### src/rtl/cpu_defs.sv
// Shared CPU definitions for the fetch front end.
// Holds the reset vector, the ADEL exception code, bus widths and the FIFO entry layout.
// Imported by the fetch interface, the fetch FIFO users and the fetch controller.
package cpu_defs;
   localparam int          XLEN     = 32;
   localparam int          AW       = 32;
   localparam logic [31:0] RESET_PC = 32'hbfc0_0000;
   localparam logic [4:0]  EXC_ADEL = 5'h04;

   // One decoded-side entry: PC, instruction word, misaligned-fetch flag
   typedef struct packed {
      logic [AW-1:0]   pc;
      logic [XLEN-1:0] inst;
      logic            adel;
   } fetch_ent_t;

   // Instruction fetches must be word aligned
   function automatic logic misaligned(input logic [AW-1:0] addr);
      return addr[1:0] != 2'b00;
   endfunction
endpackage

### src/rtl/if_fetch_ctrl_if.sv
// Bundle of the fetch controller's PC, SRAM and decode-side handshakes.
// master = fetch controller view, slave = surrounding pipeline / SRAM view.
// Pure wiring, no timing of its own.
interface if_fetch_ctrl_if;
   import cpu_defs::*;

   logic [AW-1:0]   pc_i;
   logic            pc_valid_i;
   logic            pc_ready_o;
   logic            flush_i;
   logic            inst_req_o;
   logic [AW-1:0]   inst_addr_o;
   logic            inst_addr_ok_i;
   logic            inst_data_ok_i;
   logic [XLEN-1:0] inst_rdata_i;
   logic            id_valid_o;
   logic            id_ready_i;
   logic [AW-1:0]   id_pc_o;
   logic [XLEN-1:0] id_inst_o;
   logic            id_adel_o;

   modport master (
      input  pc_i, pc_valid_i, flush_i, inst_addr_ok_i, inst_data_ok_i, inst_rdata_i, id_ready_i,
      output pc_ready_o, inst_req_o, inst_addr_o, id_valid_o, id_pc_o, id_inst_o, id_adel_o
   );

   modport slave (
      output pc_i, pc_valid_i, flush_i, inst_addr_ok_i, inst_data_ok_i, inst_rdata_i, id_ready_i,
      input  pc_ready_o, inst_req_o, inst_addr_o, id_valid_o, id_pc_o, id_inst_o, id_adel_o
   );
endinterface

### src/rtl/fetch_fifo.sv
// Small synchronous in-order FIFO with synchronous flush.
// Latency: a pushed entry is visible at head one cycle after the push.
// No internal backpressure: callers must not push when full or pop when empty.
module fetch_fifo #(
   parameter  int W     = 65,
   parameter  int DEPTH = 2,
   localparam int CW    = $clog2(DEPTH + 1)
) (
   input  logic          clk,
   input  logic          rst,
   input  logic          flush,
   input  logic          push,
   input  logic [W-1:0]  push_dat,
   input  logic          pop,
   output logic [W-1:0]  head,
   output logic [CW-1:0] count
);
   localparam int PW = (DEPTH > 1) ? $clog2(DEPTH) : 1;

   logic [W-1:0]  mem [DEPTH];
   logic [PW-1:0] rd_ptr;
   logic [PW-1:0] wr_ptr;

   function automatic logic [PW-1:0] nxt(input logic [PW-1:0] p);
      return (p == PW'(DEPTH - 1)) ? '0 : p + PW'(1);
   endfunction

   // Storage array carries no reset; validity lives in count
   always_ff @(posedge clk) begin
      if (push && !flush) mem[wr_ptr] <= push_dat;
   end

   // Pointer and occupancy tracking; flush empties the queue
   always_ff @(posedge clk or negedge rst) begin
      if (!rst) begin
         rd_ptr <= '0;
         wr_ptr <= '0;
         count  <= '0;
      end else if (flush) begin
         rd_ptr <= '0;
         wr_ptr <= '0;
         count  <= '0;
      end else begin
         if (push) wr_ptr <= nxt(wr_ptr);
         if (pop)  rd_ptr <= nxt(rd_ptr);
         count <= count + CW'(push) - CW'(pop);
      end
   end

   assign head = mem[rd_ptr];
endmodule

### src/rtl/if_fetch_ctrl.sv
// Fetch-request stage: issues PCs to the instruction SRAM and buffers replies in order for decode.
// Latency: pc_ready in the request cycle; decode sees an instruction one cycle after data_ok.
// Backpressure: requests issue only when a FIFO slot is reserved; IF_FETCH_PERF_EN adds perf counters.
module if_fetch_ctrl
   import cpu_defs::*;
#(
   parameter int MAX_OUTST = 2,
   parameter int BUF_DEPTH = 2
) (
   input  logic                clk,
   input  logic                rst,
   if_fetch_ctrl_if.master     bus
`ifdef IF_FETCH_PERF_EN
   ,
   output logic [31:0]         perf_fetch_cnt,
   output logic [31:0]         perf_stall_cnt
`endif
);
   localparam int OW = $clog2(MAX_OUTST + 1);
   localparam int FW = $clog2(BUF_DEPTH + 1);
   // Room for several back-to-back redirects before their stale replies drain
   localparam int NW = 4;

   logic [OW-1:0] outst;
   logic [FW-1:0] fcnt;
   logic [NW-1:0] cancel;
   logic [AW-1:0] tag;
   fetch_ent_t    head;
   fetch_ent_t    head_g;
   fetch_ent_t    push_ent;
   logic          space, req, accept, mis_take;
   logic          resp_take, resp_drop, fifo_push, fifo_pop, tag_pop;

   // Request/accept decisions and FIFO write selection
   always_comb begin
      space     = (int'(outst) + int'(fcnt) < BUF_DEPTH) && (int'(outst) < MAX_OUTST);
      req       = rst && bus.pc_valid_i && !misaligned(bus.pc_i) && space && !bus.flush_i;
      accept    = req && bus.inst_addr_ok_i;
      // Misaligned PCs wait for all earlier fetches to land so program order holds
      mis_take  = rst && bus.pc_valid_i && misaligned(bus.pc_i) && !bus.flush_i &&
                  (outst == '0) && (int'(fcnt) < BUF_DEPTH);
      resp_drop = bus.inst_data_ok_i && (cancel != '0);
      // Stray replies (nothing outstanding) are ignored so the tag queue never underflows
      resp_take = bus.inst_data_ok_i && (cancel == '0) && (outst != '0);
      tag_pop   = resp_take && !bus.flush_i;
      fifo_push = !bus.flush_i && (resp_take || mis_take);
      fifo_pop  = (fcnt != '0) && bus.id_ready_i && !bus.flush_i;
      push_ent  = '0;
      if (resp_take) begin
         push_ent.pc   = tag;
         push_ent.inst = bus.inst_rdata_i;
         push_ent.adel = 1'b0;
      end else begin
         push_ent.pc   = bus.pc_i;
         push_ent.inst = '0;
         push_ent.adel = 1'b1;
      end
      head_g = (fcnt != '0) ? head : '0;
   end

   // Tag queue: PCs of accepted requests; its occupancy is the outstanding count
   fetch_fifo #(.W(AW), .DEPTH(MAX_OUTST)) u_tag_q (
      .clk      (clk),
      .rst      (rst),
      .flush    (bus.flush_i),
      .push     (accept),
      .push_dat (bus.pc_i),
      .pop      (tag_pop),
      .head     (tag),
      .count    (outst)
   );

   // Instruction FIFO towards decode
   fetch_fifo #(.W($bits(fetch_ent_t)), .DEPTH(BUF_DEPTH)) u_inst_q (
      .clk      (clk),
      .rst      (rst),
      .flush    (bus.flush_i),
      .push     (fifo_push),
      .push_dat (push_ent),
      .pop      (fifo_pop),
      .head     (head),
      .count    (fcnt)
   );

   // Count replies still owed for requests killed by a redirect
   always_ff @(posedge clk or negedge rst) begin
      if (!rst) begin
         cancel <= '0;
      end else if (bus.flush_i) begin
         cancel <= cancel + NW'(outst) -
                   NW'(bus.inst_data_ok_i && ((cancel != '0) || (outst != '0)));
      end else if (resp_drop) begin
         cancel <= cancel - NW'(1);
      end
   end

`ifdef IF_FETCH_PERF_EN
   // Aligned-fetch deliveries and PC-side stall cycles, free-running
   always_ff @(posedge clk or negedge rst) begin
      if (!rst) begin
         perf_fetch_cnt <= '0;
         perf_stall_cnt <= '0;
      end else begin
         perf_fetch_cnt <= perf_fetch_cnt + 32'(resp_take && !bus.flush_i);
         perf_stall_cnt <= perf_stall_cnt +
                           32'(bus.pc_valid_i && !bus.pc_ready_o && !bus.flush_i);
      end
   end
`endif

   assign bus.inst_req_o  = req;
   assign bus.inst_addr_o = bus.pc_i;
   assign bus.pc_ready_o  = accept || mis_take;
   assign bus.id_valid_o  = (fcnt != '0);
   assign bus.id_pc_o     = head_g.pc;
   assign bus.id_inst_o   = head_g.inst;
   assign bus.id_adel_o   = head_g.adel;
endmodule

### src/flat_wrapper.sv
// flat-port wrapper written by rule: the top's interface ports become plain ports
module if_fetch_ctrl_flat import cpu_defs::*;
#(
   parameter int MAX_OUTST = 2,
   parameter int BUF_DEPTH = 2
)
  (clk, rst, bus_pc_i, bus_pc_valid_i, bus_flush_i, bus_inst_addr_ok_i, bus_inst_data_ok_i, bus_inst_rdata_i, bus_id_ready_i, bus_pc_ready_o, bus_inst_req_o, bus_inst_addr_o, bus_id_valid_o, bus_id_pc_o, bus_id_inst_o, bus_id_adel_o);
  if_fetch_ctrl_if bus_i ();
  input  logic clk;
  input  logic rst;
  input wire logic [$bits(bus_i.pc_i)-1:0] bus_pc_i;
  input wire logic [$bits(bus_i.pc_valid_i)-1:0] bus_pc_valid_i;
  input wire logic [$bits(bus_i.flush_i)-1:0] bus_flush_i;
  input wire logic [$bits(bus_i.inst_addr_ok_i)-1:0] bus_inst_addr_ok_i;
  input wire logic [$bits(bus_i.inst_data_ok_i)-1:0] bus_inst_data_ok_i;
  input wire logic [$bits(bus_i.inst_rdata_i)-1:0] bus_inst_rdata_i;
  input wire logic [$bits(bus_i.id_ready_i)-1:0] bus_id_ready_i;
  output wire logic [$bits(bus_i.pc_ready_o)-1:0] bus_pc_ready_o;
  output wire logic [$bits(bus_i.inst_req_o)-1:0] bus_inst_req_o;
  output wire logic [$bits(bus_i.inst_addr_o)-1:0] bus_inst_addr_o;
  output wire logic [$bits(bus_i.id_valid_o)-1:0] bus_id_valid_o;
  output wire logic [$bits(bus_i.id_pc_o)-1:0] bus_id_pc_o;
  output wire logic [$bits(bus_i.id_inst_o)-1:0] bus_id_inst_o;
  output wire logic [$bits(bus_i.id_adel_o)-1:0] bus_id_adel_o;
  assign bus_i.pc_i = bus_pc_i;
  assign bus_i.pc_valid_i = bus_pc_valid_i;
  assign bus_i.flush_i = bus_flush_i;
  assign bus_i.inst_addr_ok_i = bus_inst_addr_ok_i;
  assign bus_i.inst_data_ok_i = bus_inst_data_ok_i;
  assign bus_i.inst_rdata_i = bus_inst_rdata_i;
  assign bus_i.id_ready_i = bus_id_ready_i;
  assign bus_pc_ready_o = bus_i.pc_ready_o;
  assign bus_inst_req_o = bus_i.inst_req_o;
  assign bus_inst_addr_o = bus_i.inst_addr_o;
  assign bus_id_valid_o = bus_i.id_valid_o;
  assign bus_id_pc_o = bus_i.id_pc_o;
  assign bus_id_inst_o = bus_i.id_inst_o;
  assign bus_id_adel_o = bus_i.id_adel_o;
  if_fetch_ctrl #(.MAX_OUTST(MAX_OUTST), .BUF_DEPTH(BUF_DEPTH)) u_core (.clk(clk), .rst(rst), .bus(bus_i));
endmodule
### config.mk
export PLATFORM = sky130hd
export DESIGN_NAME = if_fetch_ctrl_flat
export DESIGN_NICKNAME = d
export VERILOG_FILES = /design/src/rtl/cpu_defs.sv /design/src/rtl/if_fetch_ctrl_if.sv /design/src/rtl/fetch_fifo.sv /design/src/rtl/if_fetch_ctrl.sv /design/src/flat_wrapper.sv
export SDC_FILE = /design/constraint.sdc
export NUM_CORES = 1
export LEC_CHECK = 0
export ABC_AREA = 1
export CAP_MARGIN = 20
export CORE_UTILIZATION = 53
export DETAILED_ROUTE_END_ITERATION = 8
export HOLD_SLACK_MARGIN = 0.08
export PLACE_DENSITY = 0.82
export RECOVER_POWER = 50
export SYNTH_ARGS = -nofsm -noshare
export SYNTH_HDL_FRONTEND = slang
export SYNTH_HIERARCHICAL = 1
export SYNTH_SLANG_ARGS = --single-unit
export TNS_END_PERCENT = 1
### constraint.sdc
create_clock -name clk -period 5.2 [get_ports clk]
set_input_delay 1.04 -clock clk [delete_from_list [all_inputs] [get_ports clk]]
set_output_delay 1.04 -clock clk [all_outputs]
set_load 0.02 [all_outputs]
==> flow_metrics.tcl <==
set metrics [dict create \
    syn2layout_area_growth_pct 23.66 \
    clk_path_buf_depth 3 \
    die_h_microns 137.1 \
    start_kind "register" \
    core_area_sq_um 17900 \
    wl_per_cell_microns 15.72 \
    hold_violations 0 \
    power_mw 4.006 \
    dp_hpwl_microns 11360 \
    met2_length_microns 8976 \
    synth_top_cell_by_area "edfxtp_1" \
    drive_above_1_share_pct 15.00 \
    placed_area_sq_um 11300 \
    layout.area.seq_sq_um 6131 \
    tns_ns 0 \
    max_stage_delay_ns 1.04 \
    stdcell_count 1169 \
    post_synth_main_area_contributors "edfxtp_1, mux2_4, inv_1" \
    power.density_nw_per_um2 334.8 \
    overflow 0 \
    grt_pass1_vias 5722 \
    ys_async_sr_fraction_pct 5.825 \
    crit_family "buffers and inverters" \
    slew_headroom_pct -20.73 \
    avgSynthCellArea_sq_um 12.31 \
    ir_drop_mv 0.3121 \
    gp_congestion 0.8036 \
    start_util_pct 54.05 \
    first_iter_violations 343 \
    p_leak_nw 4.841 \
    synth-edff-count 194 \
    dp_slack_ns 0.9948 \
    clock_latency_ns 0.49 \
    crit_top_cell "nor2_1" \
    cts_resized 0 \
    finalNetCount 1009 \
    antenna_found_initial 0 \
    routed_wl_microns 18370 \
    postLayoutCoreUtil_pct 66.84 \
    finalSetupViolCount 0 \
    critical_path.slowest_cell "nor2_1" \
    multiInputGateArea_sq_um 2603 \
    crit_chain "nor2_1 -> buf_4 -> nor2_1 -> clkdlybuf4s50_1" \
    cts.reportedPaths.clkPinSlew_ns 0.06 \
    synth_seq_cells 206 \
    avgViaCountPerCell 4.959 \
    wl_met3_microns 1263 \
    grt_max_degree 68 \
    tightest_slew_ns 1.804 \
    status "finished, violations left" \
    finClkSkew_ns 0.005933 \
    setup_ws_ns 0.7921 \
    finalMaxSlewViolations 39 \
    crit_required_ns 4.16 \
    critPathMaxFanout 51 \
    synth_top_cells_by_count "edfxtp_1, inv_1, nand2_1, nor2_1, mux2_4" \
    yosysMostFrequentCell "edfxtp_1" \
    rrSetupSlack_ns 1.60 \
    ys_warn_count 6 \
    critPathBufInv 2 \
    vias 5797 \
    hold_path.class "reg2reg" \
    n_antenna_cell 0 \
    worstSetupEndpointType "primary output" \
    crit_type "reg2out" \
    met1Wirelength_microns 7772 \
    routed.top_layer "met4" \
    cts_tree "yes" \
    grt_use_total_pct 19.59 \
    rsz0062_at_grt "no" \
    cts.sinks 206 \
    syn_nets 870 \
    critPathArrivalTime_ns 3.37 \
    syn_inst 786 \
    synth_top_area_share_pct 60.21 \
    postCtsHoldBufs 0 \
    min_period_ns 4.408 \
    io_buffers 170 \
    drtPass1Iterations 5 \
    syn-cell-area_sq_um 9676 \
    design_area_sq_um 11970 \
    rows 49 \
    io_pins 171 \
    seq_area_frac_synth_pct 63.31 \
    fin_crit_sh_pct 84.77 \
    violations "capacitance limit, slew limit" \
    fillers 1280 \
    die_w_microns 137.1 \
    cts_setup_buffers 0 \
    yosys_most_used_dff "edfxtp_1" \
    hold-worst-slack_ns 0.6079 \
    cts_buffers 22 \
    ant_nets 0 \
    htree_levels 1 \
    die_area_sq_um 18800 \
    ctsRootBufferMaster "clkbuf_16" \
    grt_pass1_wl_microns 28190 \
    maxCapViolCount 2 \
    drc 0 \
    fmax_ghz 0.2269 \
    dp.cells 1130 \
    ys_types 24 \
]
==> metal layers <==
layer / GRT usage, % / vias to the layer above
met4: 5.372 / 0
met5: 0 / -
li1: - / 2824
met2: 34.15 / 214
met3: 2.963 / 34
met1: 25.43 / 2725
==> logic make-up (layout without fill, tap and decap cells) <==
group	Yosys count	in the layout	share of synthesized area, %
compound gates	15	15	0.7758
simple gates	262	262	10.44
fa+ha+maj	13	13	1.836
flops	206	206	63.31
buf+inv	191	345	9.996
xor+xnor	2	2	0.1811
mux	97	97	13.46
==> power by group <==
part / total [mW] / internal, mW / switching (mW)
combinational: 0.675 / 0.305 / 0.370
clock: 1.46 / 0.862 / 0.599
sequential: 1.87 / 1.84 / 0.0296
==> sequential cells by signal, indices dropped and copies added, names as in the netlist <==
name / cells
u_core/cancel: 4
u_core/u_inst_q/count: 2
u_core/u_inst_q/mem: 130
u_core/u_inst_q/rd_ptr: 1
u_core/u_inst_q/wr_ptr: 1
u_core/u_tag_q/count: 2
u_core/u_tag_q/mem: 64
u_core/u_tag_q/rd_ptr: 1
u_core/u_tag_q/wr_ptr: 1
==> final timing paths <==
path	endpoint	startpoint	cells past startpoint
worst max register to register	u_core/u_inst_q/mem[0][39]$_DFFE_PP_	u_core/cancel[0]$_DFFE_PN0P_	9
max in group asynchronous	u_core/u_inst_q/rd_ptr$_DFFE_PN0P_	rst	1
worst max-delay path	bus_id_pc_o[4]	u_core/u_inst_q/count[1]$_DFF_PN0_	4
worst min register to register	u_core/cancel[0]$_DFFE_PN0P_	u_core/cancel[0]$_DFFE_PN0P_	3
worst min-delay path	u_core/cancel[0]$_DFFE_PN0P_	u_core/cancel[0]$_DFFE_PN0P_	3
min in group asynchronous	u_core/cancel[3]$_DFFE_PN0P_	rst	1
==> placed cells by master (no fill, tap or decap) <==
master	n
o21ai_0	9
a21oi_1	5
o21ai_1	1
nor3_1	2
dfrtp_2	1
clkbuf_1	5
xor2_1	1
nor2_1	120
dfrtp_4	1
nand3_1	13
clkinv_2	2
or2_2	2
clkbuf_16	23
nand2_1	122
clkinv_1	3
xnor2_1	1
clkdlybuf4s50_1	111
bufinv_16	1
mux2_2	41
dfrtp_1	10
mux2_4	56
ha_1	11
nor2_4	3
buf_12	2
clkinvlp_4	3
edfxtp_1	194
fa_1	2
dlygate4sd3_1	59
inv_1	130
buf_4	4
inv_6	2
==> layout make-up <==
| cell class | count | area share [%] |
|---|---|---|
| clock buffer | 28 | 4.967 |
| timing repair buffer | 176 | 14.81 |
| sequential | 206 | 51.24 |
| multi-input combinational | 389 | 21.75 |
| inverter | 130 | 4.078 |
| tap | 229 | 2.395 |
| clock inverter | 11 | 0.7634 |
==> worst register-to-register path, stage by stage, from the launching register on <==
cell and delay, ns:
dfrtp_1 0.38, inv_1 0.14, ha_1 0.23, nand3_1 0.17
nor2_4 0.13, inv_1 0.06, o21ai_0 0.30, nand2_1 0.13
nor2_1 1.35, buf_12 0.39
(Power assumes the default switching activity.)
